==> src/rtl/hamming74_decoder_pipe.sv <==
// Two-stage streaming Hamming(7,4) decoder: syndrome in S1, correction in S2, full valid/ready backpressure.
// Optional saturating word/error counters are built only when HAMMING_DEC_STATS_EN is defined.
module hamming74_decoder_pipe #(
    parameter int CNT_W = 16
) (
    input  logic             clk,
    input  logic             rst,
    input  logic             in_valid,
    output logic             in_ready,
    input  logic [6:0]       in_code,
    output logic             out_valid,
    input  logic             out_ready,
    output logic [3:0]       out_data,
    output logic [2:0]       out_syndrome,
    output logic             out_corrected,
    output logic [CNT_W-1:0] err_count,
    output logic [CNT_W-1:0] word_count
);

    function automatic logic [2:0] calc_syndrome(input logic [6:0] c);
        logic [2:0] s;
        s[0] = c[0] ^ c[2] ^ c[4] ^ c[6];
        s[1] = c[1] ^ c[2] ^ c[5] ^ c[6];
        s[2] = c[3] ^ c[4] ^ c[5] ^ c[6];
        return s;
    endfunction

    // Only syndromes naming a data position (3,5,6,7) change the data; parity-bit hits leave it intact.
    function automatic logic [3:0] correct_data(input logic [3:0] d, input logic [2:0] syn);
        logic [3:0] flip;
        case (syn)
            3'd3:    flip = 4'b0001;
            3'd5:    flip = 4'b0010;
            3'd6:    flip = 4'b0100;
            3'd7:    flip = 4'b1000;
            default: flip = 4'b0000;
        endcase
        return d ^ flip;
    endfunction

    logic       s1_valid_r;
    logic [3:0] s1_data_r;
    logic [2:0] s1_syn_r;
    logic       s2_valid_r;
    logic [3:0] s2_data_r;
    logic [2:0] s2_syn_r;
    logic       s2_corr_r;
    logic       s2_adv_s;
    logic       s1_adv_s;

    assign s2_adv_s = !s2_valid_r || out_ready;
    assign s1_adv_s = !s1_valid_r || s2_adv_s;
    assign in_ready = s1_adv_s;

    // Pipeline stages: each stage loads whenever it may advance, otherwise holds.
    always_ff @(posedge clk) begin
        if (rst) begin
            s1_valid_r <= 1'b0;
            s1_data_r  <= 4'd0;
            s1_syn_r   <= 3'd0;
            s2_valid_r <= 1'b0;
            s2_data_r  <= 4'd0;
            s2_syn_r   <= 3'd0;
            s2_corr_r  <= 1'b0;
        end else begin
            if (s1_adv_s) begin
                s1_valid_r <= in_valid;
                if (in_valid) begin
                    s1_data_r <= {in_code[6], in_code[5], in_code[4], in_code[2]};
                    s1_syn_r  <= calc_syndrome(in_code);
                end
            end
            if (s2_adv_s) begin
                s2_valid_r <= s1_valid_r;
                if (s1_valid_r) begin
                    s2_data_r <= correct_data(s1_data_r, s1_syn_r);
                    s2_syn_r  <= s1_syn_r;
                    s2_corr_r <= (s1_syn_r != 3'd0);
                end
            end
        end
    end

    assign out_valid     = s2_valid_r;
    assign out_data      = s2_data_r;
    assign out_syndrome  = s2_syn_r;
    assign out_corrected = s2_corr_r;

`ifdef HAMMING_DEC_STATS_EN
    logic [CNT_W-1:0] word_cnt_r;
    logic [CNT_W-1:0] err_cnt_r;
    logic             out_xfer_s;

    assign out_xfer_s = s2_valid_r && out_ready;

    // Saturating statistics, cleared only by reset.
    always_ff @(posedge clk) begin
        if (rst) begin
            word_cnt_r <= {CNT_W{1'b0}};
            err_cnt_r  <= {CNT_W{1'b0}};
        end else begin
            if (out_xfer_s && (word_cnt_r != {CNT_W{1'b1}})) begin
                word_cnt_r <= word_cnt_r + CNT_W'(1);
            end
            if (out_xfer_s && s2_corr_r && (err_cnt_r != {CNT_W{1'b1}})) begin
                err_cnt_r <= err_cnt_r + CNT_W'(1);
            end
        end
    end

    assign word_count = word_cnt_r;
    assign err_count  = err_cnt_r;
`else
    assign word_count = {CNT_W{1'b0}};
    assign err_count  = {CNT_W{1'b0}};
`endif

endmodule

==> config.mk <==
export PLATFORM = sky130hd
export DESIGN_NAME = hamming74_decoder_pipe
export DESIGN_NICKNAME = d
export VERILOG_FILES = /design/src/rtl/hamming74_decoder_pipe.sv
export SDC_FILE = /design/constraint.sdc
export NUM_CORES = 1
export LEC_CHECK = 0
export ABC_CLOCK_PERIOD_IN_PS = 2550
export CORE_MARGIN = 4
export CORE_UTILIZATION = 42
export CTS_CLUSTER_DIAMETER = 150
export DETAILED_ROUTE_END_ITERATION = 8
export PLACE_DENSITY_LB_ADDON = 0.25
export SETUP_SLACK_MARGIN = 0.02
export SLEW_MARGIN = 20
export SYNTH_ARGS = -nofsm -noshare
export SYNTH_HDL_FRONTEND = slang
export SYNTH_SLANG_ARGS = --single-unit
==> constraint.sdc <==
create_clock -name clk -period 2.55 [get_ports clk]
set_input_delay 0.51 -clock clk [delete_from_list [all_inputs] [get_ports clk]]
set_output_delay 0.51 -clock clk [all_outputs]
set_load 0.02 [all_outputs]
==> results.yml <==
timing:
  layout_setup_ws_ns: 0.1729
  hold_viol: 0
  hold-worst-slack_ns: 0.4824
  min_period_ns: 2.377
  slew_viol_final: 0
  final-setup-viol-count: 0
  fin_skew_ns: 0.0005114
  max_slew_margin_pct: 62.01
  tns_ns: 0
  rsz0062_at_grt: "false"
  worst_slew_pin_slew_ns: 0.5681
  fmax_ghz: 0.4207
  finalCritPeriodShare_pct: 93.22
global_routing:
  antenna_found_initial: 0
  grt_use_total_pct: 10.90
  grt_remaining_overflow: 0
  grtUsageMet3_pct: 3.846
  use_met2_pct: 17.10
  grt_max_degree: 18
  grt_pass1_vias: 648
  use_met1_pct: 13.28
  grt_pass1_wl_um: 2884
  busiest_layer: "met2"
clock_network:
  cts_root_buffer: "clkbuf_4"
  holdBufCountCts: 0
  htreeDepth: 1
  cts_tree: "yes"
  cts-resized-gates: 0
  clock_path_buffers: 2
  clock_latency_ns: 0.29
  postCtsSetupBuffers: 0
  cts_buffers: 3
  clkTransAtPathRegs_ns: 0.09
  cts_sinks: 17
floorplan:
  core_area_um2: 2276
  rows: 17
  initial_core_util_pct: 44.97
  die_area_um2: 3291
  num_io_pins: 53
  chipWidth_um: 57.37
  die_h_um: 57.37
setup_path:
  crit_buf_inv: 3
  end_kind: "output port"
  worst_ep_arrival_time_ns: 1.87
  cpMostUsedCell: "clkdlybuf4s50_1"
  critPathRequiredTime_ns: 2.04
  crit_path_start: "out_ready"
  startpoint_type: "input pin"
  cpPeakStageDelay_ns: 0.59
  crit_family: "buffers and inverters"
  critical_path_class: "input pin to output port"
  slowest_stage: "clkdlybuf4s50_1"
  rr_startpoint: "s1_valid_r"
  path_cells: "clkdlybuf4s50_1 -> and3b_4 -> inv_4 -> clkdlybuf4s50_1"
  worst-path-max-fanout: 5
synth:
  syn_area_um2: 1023
  yosys-top-cells-area: "dfxtp_1, buf_4, a21oi_1, xnor2_1, o21ai_0"
  synth-seq-cells: 17
  yosysTopAreaCellShare_pct: 33.25
  ys_seq_area_share_pct: 33.25
  syn_inst: 121
  synth_cell_types: 23
  synth.avg_cell_area_um2: 8.459
  synth_top_area_cell: "dfxtp_1"
  yosysWarnings: 0
placed_design:
  port_buffers: 20
  dp_hpwl_um: 1397
  place_area_um2: 1102
  pre_cts_slack_ns: 0.1726
  routabilityCongestion: 0.6810
drt:
  vias: 774
  viasPerCell: 4.635
  dr.pass1.iters: 4
  wl_um: 1754
  dr.first_iter.drc_count: 11
  postRouteAntennaNets: 0
  drc_errors: 0
  wl_per_cell_um: 10.50
power_and_ir_drop:
  combPwrFrac_pct: 24.9
  p_clk_share_pct: 24.0
  seqPwrFrac_pct: 51.1
  switching_power_mw: 0.1900
  p_leak_nw: 0.4319
  internal_power_mw: 0.4002
  ir_drop_v: 0.0003100
  power_density_nw_per_um2: 523.0
  switching_share_pct: 32.20
worst_hold_path:
  worstHoldStart: "out_syndrome[0]"
  min_path_type: "flip-flop to flip-flop"
cells_and_area:
  drive_gt1_share_pct: 4.317
  fill_cells: 223
  layout_commonest_cell: "conb_1"
  fin_area_um2: 1129
  final_cell_mix: "conb_1, clkdlybuf4s50_1, a21oi_1, dfxtp_1, o21ai_0"
  finalNetCount: 151
  syn2layout_area_growth_pct: 10.27
  diodes: 0
job:
  maxCapViolCount: 0
run_status:
  status: "completed"
logic make-up (layout without fill, tap and decap cells):
family	count (synthesis)	in the layout	share of synthesized area (%)
simple gates	18	18	9.902
compound gates	34	34	19.19
flops	17	17	33.25
other cells	1	32	0.3664
buf+inv	41	28	28.73
xor+xnor	10	10	8.558
final cells by class:
class / instances / area, um2 / share of cell area [%]
clock buffers: 4 / 26.28 / 2.328
inverters: 3 / 13.76 / 1.220
multi-input cells: 94 / 505.5 / 44.79
flip-flops and latches: 17 / 340.3 / 30.16
well taps: 28 / 35.03 / 3.104
repair buffers: 21 / 207.7 / 18.40
worst register-to-register path, delay by kind of cell (launching register included):
| kind | cells | cell delay [ns] |
|---|---|---|
| flip-flops | 1 | 0.52 |
| AND/OR/NAND/NOR | 1 | 0.30 |
| AO/OA/AOI/OAI | 2 | 0.21 |
| buffers and inverters | 2 | 0.20 |
metrics by stage:
step	power (mW)	std cells	utilization (%)
finish	0.5902	167	49.59
global placement	0.4518	163	48.43
detailed placement	0.4533	163	48.43
floorplan	0.4483	152	-
global route	0.6303	167	49.59
CTS	0.5973	167	49.59
metal layers:
layer / vias to the layer above / share of wire (%)
met5: - / 0
met4: 0 / 1.8
met3: 4 / 9.6
met2: 39 / 45
met1: 343 / 43
li1: 388 / -
final timing paths:
check | to | slack, ns | cells after the start
max | in_ready | 0.17 | 4
min reg2reg | out_syndrome[0] | 0.48 | 2
max reg2reg | s1_syn_r[0] | 1.21 | 5
min | out_syndrome[0] | 0.48 | 2
power groups by stage:
stage / Clock [mW] / Combinational (mW) / Sequential, mW
detailed placement: 0 / 0.146 / 0.308
floorplan: 0 / 0.136 / 0.312
global placement: 0 / 0.145 / 0.307
finish: 0.142 / 0.147 / 0.301
global route: 0.165 / 0.160 / 0.305
CTS: 0.150 / 0.146 / 0.301
registers in the layout, indices dropped and copies added (netlist names):
register       cells
out_data           4
s1_data_r          4
out_syndrome       3
s1_syn_r           3
out_corrected      1
out_valid          1
s1_valid_r         1
Yosys cell counts, drive strengths merged:
master  instances
nor3            1
nor2b           1
nand2b          1
a311oi          5
nand3b          1
a21oi          17
nor2            1
inv             3
or3             2
buf            36
dfxtp          17
xor2            2
and3b           1
o21ai           9
clkbuf          2
a211oi          3
xnor2           8
nand3           8
nand2           2
conb            1
(Power assumes the default switching activity.)
